**src/rtl/cla_16_pipe_if.sv**
```systemverilog
// rtl/cla_16_pipe_if.sv - operand/result handshake bundle for the pipelined 16-bit CLA
interface cla_16_pipe_if;
  logic        in_valid;
  logic        in_ready;
  logic [15:0] a;
  logic [15:0] b;
  logic        cin;
  logic        out_valid;
  logic        out_ready;
  logic [15:0] sum;
  logic        cout;
  logic        ovf;

  modport master (
    output in_valid, a, b, cin, out_ready,
    input  in_ready, out_valid, sum, cout, ovf
  );

  modport slave (
    input  in_valid, a, b, cin, out_ready,
    output in_ready, out_valid, sum, cout, ovf
  );
endinterface

```
**src/rtl/cla_16_pipe.sv**
```systemverilog
// rtl/cla_16_pipe.sv - two-stage 16-bit carry-lookahead adder with valid/ready flow control
// Stage 1 registers bit and nibble propagate/generate; stage 2 resolves carries and registers the result.
module cla_16_pipe (
  input  logic         clk,
  input  logic         rst,
  cla_16_pipe_if.slave bus
);

  logic [15:0] p_in, g_in;
  logic [3:0]  pk_in, gk_in;

  logic        s1_valid;
  logic [15:0] s1_a, s1_b, s1_p, s1_g;
  logic        s1_cin;
  logic [3:0]  s1_pk, s1_gk;

  logic [4:0]  nc;
  logic [15:0] c;
  logic [15:0] sum_next;
  logic        ovf_next;

  logic        out_valid_r;
  logic [15:0] sum_r;
  logic        cout_r, ovf_r;

  logic        load2;
  logic        accept;

  assign p_in = bus.a ^ bus.b;
  assign g_in = bus.a & bus.b;

  for (genvar k = 0; k < 4; k++) begin : g_grp
    localparam int B = 4 * k;
    assign pk_in[k] = &p_in[B+3:B];
    assign gk_in[k] = g_in[B+3]
                    | (p_in[B+3] & g_in[B+2])
                    | (p_in[B+3] & p_in[B+2] & g_in[B+1])
                    | (p_in[B+3] & p_in[B+2] & p_in[B+1] & g_in[B]);
  end

  // Nibble carry-ins, each expanded directly from cin so no carry ripples between nibbles.
  assign nc[0] = s1_cin;
  assign nc[1] = s1_gk[0] | (s1_pk[0] & s1_cin);
  assign nc[2] = s1_gk[1] | (s1_pk[1] & s1_gk[0]) | (s1_pk[1] & s1_pk[0] & s1_cin);
  assign nc[3] = s1_gk[2] | (s1_pk[2] & s1_gk[1]) | (s1_pk[2] & s1_pk[1] & s1_gk[0])
               | (s1_pk[2] & s1_pk[1] & s1_pk[0] & s1_cin);
  assign nc[4] = s1_gk[3] | (s1_pk[3] & s1_gk[2]) | (s1_pk[3] & s1_pk[2] & s1_gk[1])
               | (s1_pk[3] & s1_pk[2] & s1_pk[1] & s1_gk[0])
               | (s1_pk[3] & s1_pk[2] & s1_pk[1] & s1_pk[0] & s1_cin);

  for (genvar k = 0; k < 4; k++) begin : g_bitc
    localparam int B = 4 * k;
    assign c[B]   = nc[k];
    assign c[B+1] = s1_g[B] | (s1_p[B] & nc[k]);
    assign c[B+2] = s1_g[B+1] | (s1_p[B+1] & s1_g[B]) | (s1_p[B+1] & s1_p[B] & nc[k]);
    assign c[B+3] = s1_g[B+2] | (s1_p[B+2] & s1_g[B+1]) | (s1_p[B+2] & s1_p[B+1] & s1_g[B])
                  | (s1_p[B+2] & s1_p[B+1] & s1_p[B] & nc[k]);
  end

  assign sum_next = s1_p ^ c;
  assign ovf_next = c[15] ^ nc[4];

  // Raw operands and top-of-nibble generates are held for observability only.
  logic unused_stage1_bits;
  assign unused_stage1_bits = ^{s1_a, s1_b, s1_g[15], s1_g[11], s1_g[7], s1_g[3]};

  assign load2        = s1_valid & (~out_valid_r | bus.out_ready);
  assign bus.in_ready = ~s1_valid | load2;
  assign accept       = bus.in_valid & bus.in_ready;

  always_ff @(posedge clk or posedge rst) begin
    if (rst) begin
      s1_valid <= 1'b0;
      s1_a     <= '0;
      s1_b     <= '0;
      s1_cin   <= 1'b0;
      s1_p     <= '0;
      s1_g     <= '0;
      s1_pk    <= '0;
      s1_gk    <= '0;
    end else if (accept) begin
      s1_valid <= 1'b1;
      s1_a     <= bus.a;
      s1_b     <= bus.b;
      s1_cin   <= bus.cin;
      s1_p     <= p_in;
      s1_g     <= g_in;
      s1_pk    <= pk_in;
      s1_gk    <= gk_in;
    end else if (load2) begin
      s1_valid <= 1'b0;
    end
  end

  always_ff @(posedge clk or posedge rst) begin
    if (rst) begin
      out_valid_r <= 1'b0;
      sum_r       <= '0;
      cout_r      <= 1'b0;
      ovf_r       <= 1'b0;
    end else if (load2) begin
      out_valid_r <= 1'b1;
      sum_r       <= sum_next;
      cout_r      <= nc[4];
      ovf_r       <= ovf_next;
    end else if (bus.out_ready) begin
      out_valid_r <= 1'b0;
    end
  end

  assign bus.out_valid = out_valid_r;
  assign bus.sum       = sum_r;
  assign bus.cout      = cout_r;
  assign bus.ovf       = ovf_r;

endmodule
```
**src/flat_wrapper.sv**
```systemverilog
// flat-port wrapper written by rule: the top's interface ports become plain ports
module cla_16_pipe_flat 
  (clk, rst, bus_in_valid, bus_a, bus_b, bus_cin, bus_out_ready, bus_in_ready, bus_out_valid, bus_sum, bus_cout, bus_ovf);
  cla_16_pipe_if bus_i ();
  input  logic clk;
  input  logic rst;
  input wire logic [$bits(bus_i.in_valid)-1:0] bus_in_valid;
  input wire logic [$bits(bus_i.a)-1:0] bus_a;
  input wire logic [$bits(bus_i.b)-1:0] bus_b;
  input wire logic [$bits(bus_i.cin)-1:0] bus_cin;
  input wire logic [$bits(bus_i.out_ready)-1:0] bus_out_ready;
  output wire logic [$bits(bus_i.in_ready)-1:0] bus_in_ready;
  output wire logic [$bits(bus_i.out_valid)-1:0] bus_out_valid;
  output wire logic [$bits(bus_i.sum)-1:0] bus_sum;
  output wire logic [$bits(bus_i.cout)-1:0] bus_cout;
  output wire logic [$bits(bus_i.ovf)-1:0] bus_ovf;
  assign bus_i.in_valid = bus_in_valid;
  assign bus_i.a = bus_a;
  assign bus_i.b = bus_b;
  assign bus_i.cin = bus_cin;
  assign bus_i.out_ready = bus_out_ready;
  assign bus_in_ready = bus_i.in_ready;
  assign bus_out_valid = bus_i.out_valid;
  assign bus_sum = bus_i.sum;
  assign bus_cout = bus_i.cout;
  assign bus_ovf = bus_i.ovf;
  cla_16_pipe u_core (.clk(clk), .rst(rst), .bus(bus_i));
endmodule
```
**config.mk**
```make
export PLATFORM = sky130hd
export DESIGN_NAME = cla_16_pipe_flat
export DESIGN_NICKNAME = d
export VERILOG_FILES = /design/src/rtl/cla_16_pipe_if.sv /design/src/rtl/cla_16_pipe.sv /design/src/flat_wrapper.sv
export SDC_FILE = /design/constraint.sdc
export NUM_CORES = 1
export LEC_CHECK = 0
export BUFFER_PORTS_ARGS = -buffer_cell sky130_fd_sc_hd__buf_2
export CAP_MARGIN = 20
export CORE_MARGIN = 10
export CORE_UTILIZATION = 38
export DETAILED_ROUTE_END_ITERATION = 10
export PLACE_DENSITY = 0.7
export SETUP_SLACK_MARGIN = 0.2
export SLEW_MARGIN = 30
export SYNTH_ARGS = -nofsm -noshare
export SYNTH_HDL_FRONTEND = slang
export SYNTH_SLANG_ARGS = --single-unit
```
**constraint.sdc**
```tcl
create_clock -name clk -period 3.4 [get_ports clk]
set_clock_uncertainty 0.2 [all_clocks]
set_input_delay 0.34 -clock clk [delete_from_list [all_inputs] [get_ports clk]]
set_output_delay 0.34 -clock clk [all_outputs]
set_load 0.01 [all_outputs]
```
==> results of run 1 <==
[per-layer routing]
metal / global-route usage / vias to the layer above / wire [um]
li1: - / 951 / -
met5: 0 / - / 0
met3: 0.0353 / 7 / 231
met4: 0.0435 / 0 / 65
met1: 0.126 / 886 / 2620
met2: 0.175 / 42 / 2820
[cell usage after synthesis, drive strengths merged, types with 5 or more instances]
| cell type | instances | share of area |
|---|---|---|
| mux2 | 33 | 0.13 |
| ha | 20 | 0.090 |
| nand2 | 28 | 0.039 |
| o21ai | 25 | 0.045 |
| xor2 | 8 | 0.025 |
| a21o | 11 | 0.030 |
| buf | 5 | 0.014 |
| a21oi | 12 | 0.028 |
| dfrtp | 57 | 0.51 |
[power groups by stage]
| stage | Combinational, mW | Sequential (mW) | Clock [mW] |
|---|---|---|---|
| after floorplan | 0.318 | 0.975 | 0 |
| after global placement | 0.536 | 0.941 | 0 |
| after detailed placement | 0.545 | 0.950 | 0 |
| after CTS | 0.548 | 0.938 | 0.577 |
| after global routing | 0.600 | 0.957 | 0.602 |
| final | 0.531 | 0.935 | 0.562 |
[worst reg2reg max path: stages, from the launching register on]
cell and delay [ns]:
dfrtp_1 0.37, nand3b_1 0.13, nand2_2 0.68, mux2_2 0.44
[path summary, 6_finish.rpt]
kind	start	cells after the start	to
max	u_core.s1_valid	3	u_core.s1_g[5]
min	bus_in_valid	2	u_core.s1_valid
max reg2reg	u_core.s1_valid	3	u_core.s1_g[5]
min reg2reg	u_core.bus.sum[15]	2	u_core.bus.sum[15]
max in group asynchronous	rst	4	u_core.s1_p[0]
min in group asynchronous	rst	3	u_core.s1_g[10]
[area by class of cell]
| type | instances | area [um2] |
|---|---|---|
| Clock buffer | 13 | 159 |
| Clock inverter | 3 | 15.0 |
| Fill cell | 698 | 3840 |
| Inverter | 3 | 11.3 |
| Multi-Input combinational cell | 164 | 1300 |
| Sequential cell | 57 | 1430 |
| Tap cell | 99 | 124 |
| Timing Repair Buffer | 59 | 305 |
[logic make-up after synthesis]
logic type / Yosys count / synth area share
buffers and inverters: 10 / 0.0211
flip-flops: 57 / 0.513
AND/OR/NAND/NOR: 43 / 0.0701
adder cells (fa/ha/maj): 20 / 0.0899
multiplexers: 33 / 0.134
XOR/XNOR: 12 / 0.0378
AO/OA/AOI/OAI: 56 / 0.135
[stage by stage]
stage	cell area [um2]	std cells	hold WS, ns	power (mW)
6_report	3340	398	0.0481	2.03
5_1_grt	3340	398	0.0612	2.16
4_1_cts	3340	398	0.0451	2.06
3_5_place_dp	3150	381	0.245	1.49
3_3_place_gp	3150	381	0.248	1.48
2_1_floorplan	2780	231	0.248	1.29
[what timing repair did]
action                                  CTS  global route
endpoints found under the setup margin    0             0
endpoints found under the hold margin    28             0
hold buffers                              1             0
[state kept, by name, summed over array words and instances (netlist names)]
register,count
u_core.s1_cin,1
u_core.s1_pk,4
u_core.s1_valid,1
u_core.s1_p,16
u_core.s1_g,12
u_core.bus.cout,1
u_core.s1_gk,4
u_core.bus.sum,16
u_core.bus.out_valid,1
u_core.bus.ovf,1
==> results_dict.tcl, run 1 <==
set metrics [dict create \
    top_ff_cell_synth "dfrtp_1" \
    design.portCount 57 \
    antenna_found_initial 0 \
    die_width_um 106 \
    max_slew_margin 0.399 \
    rsz_0062_raised_after_global_routing "false" \
    areaGrowthSynthToFinish_pct 20.0 \
    critical_path_arrival_ns 1.96 \
    detail_route.iter0.violations 66 \
    root_buffer "clkbuf_8" \
    min_period_ns 1.95 \
    htree_num_levels 3 \
    post-route-util 0.465 \
    nNetsFinal 351 \
    number_of_design_rule_violations_left_after_detail_routing 0 \
    global_route.usage.total 0.107 \
    antenna_violating_nets_post_route 0 \
    design.die.area_um2 11100 \
    cts_resized 0 \
    setup-violations-final 0 \
    grt_pass1_wl_um 9630 \
    grt_start_max_net_pins 46 \
    average_wire_length_per_cell_after_detail_routing_um 14.4 \
    final_hold_viol_count 0 \
    swShare 0.312 \
    grt_overflow 0 \
    placement.setup.worst_slack_ns 1.32 \
    max_clock_freq_mhz 514 \
    reg2reg_setup_slack_ns 1.45 \
    syn-num-nets 288 \
    drt-vias-per-instance 4.74 \
    die_y_extent_um 106 \
    min_path_type "in -> reg" \
    p_clk_frac 0.277 \
    outcome "complete, no violations" \
    number_of_sinks_driven_by_the_clock_tree 57 \
    clk_pin_slew_worst_paths_ns 0.06 \
    placement.io_buffers 56 \
    critical_path.max_stage_delay_ns 0.68 \
    drive_above_1_share 0.398 \
    netlist_area_um2 2780 \
    setup_slack_of_the_critical_path_after_layout_ns 1.45 \
    hpwlAfterDp_um 4380 \
    initial_standard_cell_utilization_of_the_core 0.388 \
    netlist_instances 231 \
    dr_vias 1886 \
    worst-slew-pin-transition_ns 0.898 \
    power.static_leakage_nw 1.63 \
    worst_path_buf_inv 0 \
    mostFrequentLayoutCell "dfrtp_1" \
    p_int_mw 1.40 \
    antenna_cells 0 \
    num_rows 31 \
    ys_ff_latch 57 \
    most-common-layout-cells "dfrtp_1 (57), buf_2 (56), mux2_2 (33), nand2_1 (27), ha_1 (20)" \
    critical_path.max_fanout 45 \
    ir_drop_v 0.000340 \
    post-cts-setup-buffer-count 0 \
    critical_path_class "reg -> reg" \
    cp_top_family "simple AND/OR/NAND/NOR gates" \
    postSynthAreaPerCell_um2 12.0 \
    worstPathRequired_ns 3.41 \
    ys_types 32 \
    yosysWarnings 0 \
    timing.critical_path.slowest_stage_cell "nand2_2" \
    synth_enable_flop_cells 0 \
    synth_sequential_area_ratio 0.513 \
    setup_total_negative_slack_ns 0 \
    detail_route.first_pass.iterations 4 \
    grt_pass1_vias 2039 \
    finalMaxSlewViolations 0 \
    seq_power_share 0.461 \
    pwr-share-comb 0.262 \
    gpl.final_weighted_congestion 0.802 \
    maxCapViolations 0 \
    postSynth.asyncResetShare 1.00 \
    cts_tree "built" \
    drt_wl_total_um 5740 \
    cellPowerDensity_nw_per_um2 608 \
    switching_power_mw 0.632 \
    crit_path_cell_trace "nand3b_1 > nand2_2 > mux2_2" \
    clk-insertion-delay-late_ns 0.34 \
    cts_made_buffers 9 \
    final_min_period_over_clock_period 0.572 \
    timing.critical_path.from_type "flop" \
    core-area_um2 7180 \
    ctsLongestPathBuffers 2 \
    critical_path.endpoint_type "flop" \
]
Power figures use the tool's default switching activity.
==> inputs of run 2 (changes only) <==
ABC_AREA = 1   (was default)
PLACE_DENSITY = 0.72   (was 0.7)
clock period = 1.75 ns   (was 3.4 ns; I/O delays follow)
==> run 2 against run 1 <==
Net effect: wire length increased by 21%; final area increased by 14%; power increased by 110%; critical path depth increased by 4; synthesized cell count increased by 53%; sequential power increased by 98%; hold slack got worse by 0.035 ns; combinational power increased by 140%.
==> results_dict.tcl, run 2 <==
set metrics [dict create \
    critical_path_class "reg -> reg" \
    max_slew_margin 0.798 \
    p_clk_frac 0.254 \
    min_period_ns 1.52 \
    place.detailed.instances 506 \
    setup_slack_of_the_critical_path_after_layout_ns 0.228 \
    areaGrowthSynthToFinish_pct 28.0 \
    syn-num-nets 410 \
    max_clock_freq_mhz 657 \
    finalMaxSlewViolations 0 \
    antenna_found_initial 0 \
    initial_standard_cell_utilization_of_the_core 0.388 \
    die_y_extent_um 108 \
    mostFrequentLayoutCell "nand2_1" \
    grt_pass1_vias 2604 \
    drt_wl_total_um 6970 \
    cts_made_buffers 9 \
    design.portCount 57 \
    synth_top_area_frac 0.481 \
    global_route.usage.total 0.120 \
    cellPowerDensity_nw_per_um2 1110 \
    detail_route.iter0.violations 135 \
    root_buffer "clkbuf_8" \
    seq_power_share 0.439 \
    worst_path_buf_inv 1 \
    ctsLongestPathBuffers 2 \
    timing.critical_path.slowest_stage_cell "dfrtp_1" \
    num_rows 32 \
    clk_pin_slew_worst_paths_ns 0.06 \
    number_of_design_rule_violations_left_after_detail_routing 0 \
    placement.io_buffers 56 \
    die_width_um 108 \
    critical_path_arrival_ns 1.54 \
    dr_vias 2572 \
    maxCapViolations 0 \
    antenna_cells 0 \
    post_synth_most_frequent_cells "nand2_1 (113), dfrtp_1 (57), inv_1 (33)" \
    setup-violations-final 0 \
    synth_sequential_area_ratio 0.481 \
    final_cells 541 \
    switching_power_mw 1.44 \
    critical_path.max_fanout 3 \
    grt_start_max_net_pins 58 \
    yosysWarnings 0 \
    drive_above_1_share 0.262 \
    clk-insertion-delay-late_ns 0.33 \
    worstPathRequired_ns 1.76 \
    netlist_area_um2 2970 \
    htree_num_levels 3 \
    placement.setup.worst_slack_ns 0.144 \
    ir_drop_v 0.000381 \
    ys_types 28 \
    grt_pass1_wl_um 11400 \
    gpl.final_weighted_congestion 0.743 \
    design.die.area_um2 11700 \
    cts_tree "built" \
    setup_total_negative_slack_ns 0 \
    post_synth_main_area_contributors "dfrtp_1 (48%), nand2_1 (14%), ha_1 (8.4%), inv_1 (4.2%), nand3_1 (4.0%)" \
    power.static_leakage_nw 1.95 \
    synth_enable_flop_cells 0 \
    critical_path.max_stage_delay_ns 0.39 \
    top_ff_cell_synth "dfrtp_1" \
    average_wire_length_per_cell_after_detail_routing_um 12.9 \
    timing.critical_path.from_type "flop" \
    nNetsFinal 491 \
    final_hold_viol_count 0 \
    antenna_violating_nets_post_route 0 \
    min_path_type "in -> reg" \
    worst-slew-pin-transition_ns 0.303 \
    synthMostInstantiatedCell "nand2_1" \
    rsz_0062_raised_after_global_routing "true" \
    grt_overflow 0 \
    outcome "complete, no violations" \
    cp_top_family "flip-flops" \
    postSynth.asyncResetShare 1.00 \
    hpwlAfterDp_um 5010 \
    final_min_period_over_clock_period 0.870 \
    core-area_um2 7650 \
    drt-vias-per-instance 4.75 \
    swShare 0.341 \
    most-common-layout-cells "nand2_1 (110), dfrtp_1 (57), buf_2 (56), inv_1 (32), o21ai_1 (24)" \
    detail_route.first_pass.iterations 4 \
    cell_type_with_the_highest_aggregate_area_in_the_netlist "dfrtp_1" \
    netlist_instances 353 \
    pwr-share-comb 0.307 \
    postSynthAreaPerCell_um2 8.41 \
    ys_ff_latch 57 \
    number_of_sinks_driven_by_the_clock_tree 57 \
    p_int_mw 2.78 \
    crit_path_cell_trace "nand2_1 > nand2_2 > buf_4 > ha_2 > nor2_2 > xor2_1 > o21ai_1" \
    critical_path.endpoint_type "flop" \
]
-- run 2: power by group through the flow --
stage                     Clock [mW]  Sequential [mW]  Combinational [mW]
final                           1.07             1.85                1.29
after global routing            1.15             1.89                1.47
after CTS                       1.10             1.84                1.21
after detailed placement           0             1.87                1.17
after global placement             0             1.86                1.14
after floorplan                    0             1.92               0.677
-- run 2: worst paths after layout --
check,startpoint,depth (start not counted),endpoint,slack [ns]
setup / recovery,u_core.s1_cin,7,u_core.bus.sum[5],0.23
hold / removal,bus_b[8],4,u_core.s1_p[8],0.01
setup reg to reg,u_core.s1_cin,7,u_core.bus.sum[5],0.23
hold reg to reg,u_core.bus.sum[7],2,u_core.bus.sum[7],0.27
max in group asynchronous,rst,4,u_core.s1_p[13],0.84
min in group asynchronous,rst,4,u_core.bus.sum[3],0.26
-- run 2: final cells by class --
cell class              count  area (um2)
well taps                 102         128
clock buffers              13         159
fillers                   736        3850
repair buffers             80         538
clock inverters             3        15.0
flip-flops and latches     57        1430
multi-input cells         249        1380
inverters                  37         150
-- run 2: through the flow --
| step | hold WS [ns] | utilization | power (mW) | cell area, um2 |
|---|---|---|---|---|
| floorplan | 0.0618 | - | 2.60 | 2970 |
| global placement | 0.0716 | 0.440 | 3.00 | 3370 |
| detailed placement | 0.0775 | 0.440 | 3.04 | 3370 |
| CTS | 0.00224 | 0.479 | 4.16 | 3660 |
| global route | 0.0310 | 0.497 | 4.51 | 3800 |
| finish | 0.0127 | 0.497 | 4.21 | 3800 |
-- run 2: per-layer routing --
| metal | GRT usage | part of all wire | up-vias |
|---|---|---|---|
| met2 | 0.206 | 0.49 | 50 |
| met1 | 0.137 | 0.44 | 1194 |
| met3 | 0.0321 | 0.051 | 9 |
| met5 | 0 | 0 | - |
| met4 | 0.0537 | 0.016 | 0 |
| li1 | - | - | 1319 |
-- run 2: tightest hold or removal path, cell delays in order --
cell     delay [ns]
buf_2          0.08
ha_1           0.13
nand2_1        0.07
nand2_1        0.06
-- run 2: what timing repair did --
item                       4_1_cts  5_1_grt
gates cloned                     0        1
hold endpoints to repair        64        0
pin swaps                        2       12
setup buffers                    4        5
setup endpoints to repair        2       36
hold buffers                     9        0
gates resized for setup          0       25
-- run 2: cell families after synthesis --
group                    Yosys count  synth area share
AO/OA/AOI/OAI                     55             0.102
XOR/XNOR                           4            0.0118
flip-flops                        57             0.481
adder cells (fa/ha/maj)           20            0.0843
AND/OR/NAND/NOR                  170             0.250
buffers and inverters             47            0.0717
